[src/rtl/f51m_seq_mult.sv]
// Iterative radix-2 shift-add multiplier with optional signed mode and early termination.
// Sign is removed at accept, magnitudes are multiplied, and the sign is reapplied on the exit edge.
module f51m_seq_mult #(
  parameter int WIDTH      = 4,
  parameter int SIGNED_EN  = 1,
  parameter int EARLY_TERM = 1
) (
  input  logic                         clk,
  input  logic                         rst_n,
  input  logic                         in_valid,
  output logic                         in_ready,
  input  logic [WIDTH-1:0]             op_a,
  input  logic [WIDTH-1:0]             op_b,
  input  logic                         signed_mode,
  output logic                         out_valid,
  input  logic                         out_ready,
  output logic [2*WIDTH-1:0]           result,
  output logic                         busy,
  output logic [$clog2(WIDTH+1)-1:0]   last_iters
);

  localparam int W2 = 2 * WIDTH;
  localparam int CW = $clog2(WIDTH + 1);

  typedef enum logic [1:0] {S_IDLE, S_BUSY, S_DONE} state_t;

  state_t          state_q, state_d;
  logic [W2-1:0]   a_q, a_d;
  logic [WIDTH-1:0] b_q, b_d;
  logic [W2-1:0]   acc_q, acc_d;
  logic [CW-1:0]   cnt_q, cnt_d;
  logic            neg_q, neg_d;
  logic [W2-1:0]   result_q, result_d;
  logic [CW-1:0]   last_iters_q, last_iters_d;

  logic             sgn;
  logic [WIDTH-1:0] a_mag, b_mag;
  logic [W2-1:0]    acc_sum;
  logic [WIDTH-1:0] b_shift;
  logic [CW-1:0]    cnt_inc;
  logic             done_now;

  // -2^(WIDTH-1) negates to itself, which reads correctly as an unsigned magnitude
  assign sgn      = (SIGNED_EN != 0) & signed_mode;
  assign a_mag    = (sgn & op_a[WIDTH-1]) ? -op_a : op_a;
  assign b_mag    = (sgn & op_b[WIDTH-1]) ? -op_b : op_b;
  assign acc_sum  = b_q[0] ? (acc_q + a_q) : acc_q;
  assign b_shift  = b_q >> 1;
  assign cnt_inc  = cnt_q + CW'(1);
  assign done_now = (cnt_inc == CW'(WIDTH)) | ((EARLY_TERM != 0) & (b_shift == '0));

  always_ff @(posedge clk or negedge rst_n) begin
    if (!rst_n) begin
      state_q      <= S_IDLE;
      a_q          <= '0;
      b_q          <= '0;
      acc_q        <= '0;
      cnt_q        <= '0;
      neg_q        <= 1'b0;
      result_q     <= '0;
      last_iters_q <= '0;
    end else begin
      state_q      <= state_d;
      a_q          <= a_d;
      b_q          <= b_d;
      acc_q        <= acc_d;
      cnt_q        <= cnt_d;
      neg_q        <= neg_d;
      result_q     <= result_d;
      last_iters_q <= last_iters_d;
    end
  end

  always_comb begin
    state_d      = state_q;
    a_d          = a_q;
    b_d          = b_q;
    acc_d        = acc_q;
    cnt_d        = cnt_q;
    neg_d        = neg_q;
    result_d     = result_q;
    last_iters_d = last_iters_q;
    case (state_q)
      S_IDLE: begin
        if (in_valid) begin
          a_d   = {{WIDTH{1'b0}}, a_mag};
          b_d   = b_mag;
          acc_d = '0;
          cnt_d = '0;
          neg_d = sgn & (op_a[WIDTH-1] ^ op_b[WIDTH-1]);
          if ((EARLY_TERM != 0) && (b_mag == '0)) begin
            state_d      = S_DONE;
            result_d     = '0;
            last_iters_d = '0;
          end else begin
            state_d = S_BUSY;
          end
        end
      end
      S_BUSY: begin
        acc_d = acc_sum;
        a_d   = a_q << 1;
        b_d   = b_shift;
        cnt_d = cnt_inc;
        if (done_now) begin
          state_d      = S_DONE;
          result_d     = neg_q ? -acc_sum : acc_sum;
          last_iters_d = cnt_inc;
        end
      end
      S_DONE: begin
        if (out_ready) state_d = S_IDLE;
      end
      default: state_d = S_IDLE;
    endcase
  end

  assign in_ready   = (state_q == S_IDLE);
  assign busy       = (state_q == S_BUSY);
  assign out_valid  = (state_q == S_DONE);
  assign result     = result_q;
  assign last_iters = last_iters_q;

endmodule
[config.mk]
export PLATFORM = sky130hd
export DESIGN_NAME = f51m_seq_mult
export DESIGN_NICKNAME = d
export VERILOG_FILES = /design/src/rtl/f51m_seq_mult.sv
export SDC_FILE = /design/constraint.sdc
export NUM_CORES = 1
export LEC_CHECK = 0
export ABC_AREA = 1
export BUFFER_PORTS_ARGS = -buffer_cell sky130_fd_sc_hd__buf_4
export CORE_ASPECT_RATIO = 0.6
export CORE_UTILIZATION = 52
export CTS_CLUSTER_SIZE = 28
export DETAILED_ROUTE_END_ITERATION = 12
export HOLD_SLACK_MARGIN = 0.15
export PLACE_DENSITY = 0.82
export SYNTH_ARGS = -nofsm -noshare
export SYNTH_HDL_FRONTEND = slang
export SYNTH_SLANG_ARGS = --single-unit
[constraint.sdc]
create_clock -name clk -period 1.8 [get_ports clk]
set_input_delay 0.18 -clock clk [delete_from_list [all_inputs] [get_ports clk]]
set_output_delay 0.18 -clock clk [all_outputs]
set_load 0.02 [all_outputs]
==> run metrics <==
port buffer count=26; syn avg cell area=7.79 um^2; CTS buffer count=5; status=finished with violations; Routed Antenna Nets=0; max_cap viols=0; WP buf/inv=0; H-tree depth=2; Seq cells post-synth=37; Syn Inst Count=291; launch point of the worst reg-to-reg path=a_q[0]; complex-gate fraction of the synthesized area=13.9%; gpl congestion=0.894; Worst-Skew Late Latency=0.29 ns; Critical Path Source=a_q[0]; pwr/cell area=1890 nW/um^2; initial antenna violation count=0; CTS root buf=clkbuf_8; die width=87.2 um; Post-Synthesis Net Count=318; count leader, synth=nand2_1; final net count=368; top cells by count, synth=nand2_1 (89), dfrtp_1 (37), inv_1 (34); Total GRT Usage=25.3%; sequential share of power=27.0%; failing checks=negative setup slack; Final Max Slew Viols=0; Max FO, Critical Path=3; Final setup viols=6; core area=4140 um^2; xor/xnor share of the synthesized area=1.55%; final clock skew=0.00268 ns; pin count of the biggest net entering global routing=38; initial DRC count=173; Syn. warnings=0; Yosys top cell area share=40.9%; CP endpoint kind=flip-flop; Hold Startpoint=op_a[3]; initial core utilization=54.7%; worst endpoint required time=1.99 ns; setup TNS=-1.02 ns; Cell Chain, Critical Path=ha_2 > fa_2 > o21ai_4 > nand2_2 > nor2_4 > nand3_1 > nor2_2 > nand3_1 > nand2_1 > nand2_1 > nand3_1 > nand2_1; Die ar.=4630 um^2; async set or reset register ratio after synthesis=100%; switching share of total power=46.6%; Highest Clock Rate=0.485 GHz; diodes inserted=0; switching pwr=2.54 mW; leakage=1.43 nW; DP HPWL=4030 um; vias in the first global route=1864; slowest CP cell=fa_2; cell taking the most area after synthesis=dfrtp_1; layout cell share with drive strength beyond 1=27.6%; Core Util, Final=69.6%; DRT Pass-1 Iters=4; clock-pin slew on the worst setup and hold paths=0.07 ns; kind of critical path=reg2reg; peak supply drop=967 uV; routed wire length per instance=13.4 um; clock share of power=11.0%; largest cells by area after synthesis=dfrtp_1 (41%), nand2_1 (15%), ha_1 (7.2%); Slew @ Worst Pin=0.470 ns; hold crit path type=in2reg; clk sinks=37; Place WS=-0.268 ns; mapped cell area=2270 um^2; Inst Count DP=389; critical path's top delay family=simple AND/OR/NAND/NOR gates; Pint=2.91 mW; Max clock buf depth=2; num rows=18; IO Count=27; main flop type after synthesis=dfrtp_1; adder-cell area share of the yosys netlist=8.06%; via count=2074; Seq/Total Area, Yosys=40.9%; Arrival @ worst endpoint=2.25 ns; combinational power share=61.9%; Unique masters post-synth=36; worst setup margin=-0.261 ns; multiplexer share of the synthesized area=0%; Vias/cell=5.17; fin crit share=115%; CTS tree=built; Slowest Stage Delay on Critical Path=0.44 ns; EDFF count, synth=0; final hold vios=0; Tot Pwr=5.45 mW; die height=53.1 um; max_slew headroom=68.7%; count of non-filler cells in the finished layout=401; first-pass GRT wire length=8630 um; Setup crit start kind=flip-flop; final WL=5370 um; RSZ-0062 raised after global routing=true; largest family of logic cells by synthesized area=simple AND/OR/NAND/NOR gates; Tmin final=2.06 ns; Post-route DRC=0; area delta synth->final=27.2%; Synth Area in Simple Gates=26.8%; gr ovfl total=0
[per-layer routing]
metal	GRT usage, %	share of wire [%]	up-vias
li1	-	-	1044
met1	35.9	49	985
met2	39.1	46	43
met3	6.55	4.8	2
met4	4.92	0.39	0
met5	0	0	-
[through the flow]
step                cell area (um^2)  hold WS, ns
finish                          2880        0.169
detailed placement              2630        0.176
floorplan                       2270       -0.116
global placement                2630        0.168
CTS                             2750        0.165
global route                    2880        0.174
[power by group through the flow]
stage | clock [mW] | combinational (mW) | sequential [mW]
finish | 0.602 | 3.37 | 1.47
global route | 0.638 | 3.76 | 1.51
CTS | 0.606 | 3.08 | 1.43
detailed placement | 0 | 3.04 | 1.44
global placement | 0 | 2.93 | 1.42
floorplan | 0 | 1.97 | 1.48
[worst reg2reg max path, stage by stage, from the launching register on]
cell and delay (ns):
dfrtp_1 0.39, ha_2 0.20, fa_2 0.44, o21ai_4 0.18, nand2_2 0.09, nor2_4 0.10
nand3_1 0.10, nor2_2 0.11, nand3_1 0.10, nand2_1 0.07, nand2_1 0.05, nand3_1 0.07
nand2_1 0.05
[layout make-up]
type / instances / area (um^2)
inverters: 42 / 165
multi-input cells: 207 / 1260
fillers: 334 / 1260
clock buffers: 7 / 86.3
repair buffers: 48 / 369
well taps: 60 / 75.1
flip-flops and latches: 37 / 926
[flip-flops by register name (all words and copies together), names as in the netlist]
name        flops
a_q             8
acc_q           8
b_q             4
cnt_q           3
last_iters      3
neg_q           1
result          8
state_q         2
[cells by family (layout without fill, tap and decap cells)]
group                    count (synthesis)  count (layout)
AO/OA/AOI/OAI                           50              50
XOR/XNOR                                 4               4
adder cells (fa/ha/maj)                 14              14
buffers and inverters                   47              97
flip-flops                              37              37
AND/OR/NAND/NOR                        139             139
[path summary, 6_finish.rpt]
| kind | end | slack (ns) | cells past startpoint |
|---|---|---|---|
| setup / recovery | result[7] | -0.26 | 12 |
| hold / removal | a_q[3] | 0.17 | 3 |
| setup reg to reg | result[7] | -0.26 | 12 |
| hold reg to reg | result[7] | 0.50 | 2 |
| max in group asynchronous | state_q[1] | 1.08 | 2 |
| min in group asynchronous | acc_q[6] | 0.38 | 2 |
[placed cells by master (no fill, tap or decap), types with 9 or more instances in the layout]
master / count
nand2_2: 10
nand3_1: 18
buf_4: 45
inv_1: 34
dfrtp_1: 37
nor2_1: 9
nand2_1: 82
o21ai_1: 19
[what timing repair did]
action,in CTS,in global routing
endpoints found under the hold margin,38,0
pin swaps,4,14
setup buffers,1,2
resized for setup,2,25
hold buffers,2,0
endpoints found under the setup margin,9,11
No activity file was read; power rests on OpenSTA's default activity.
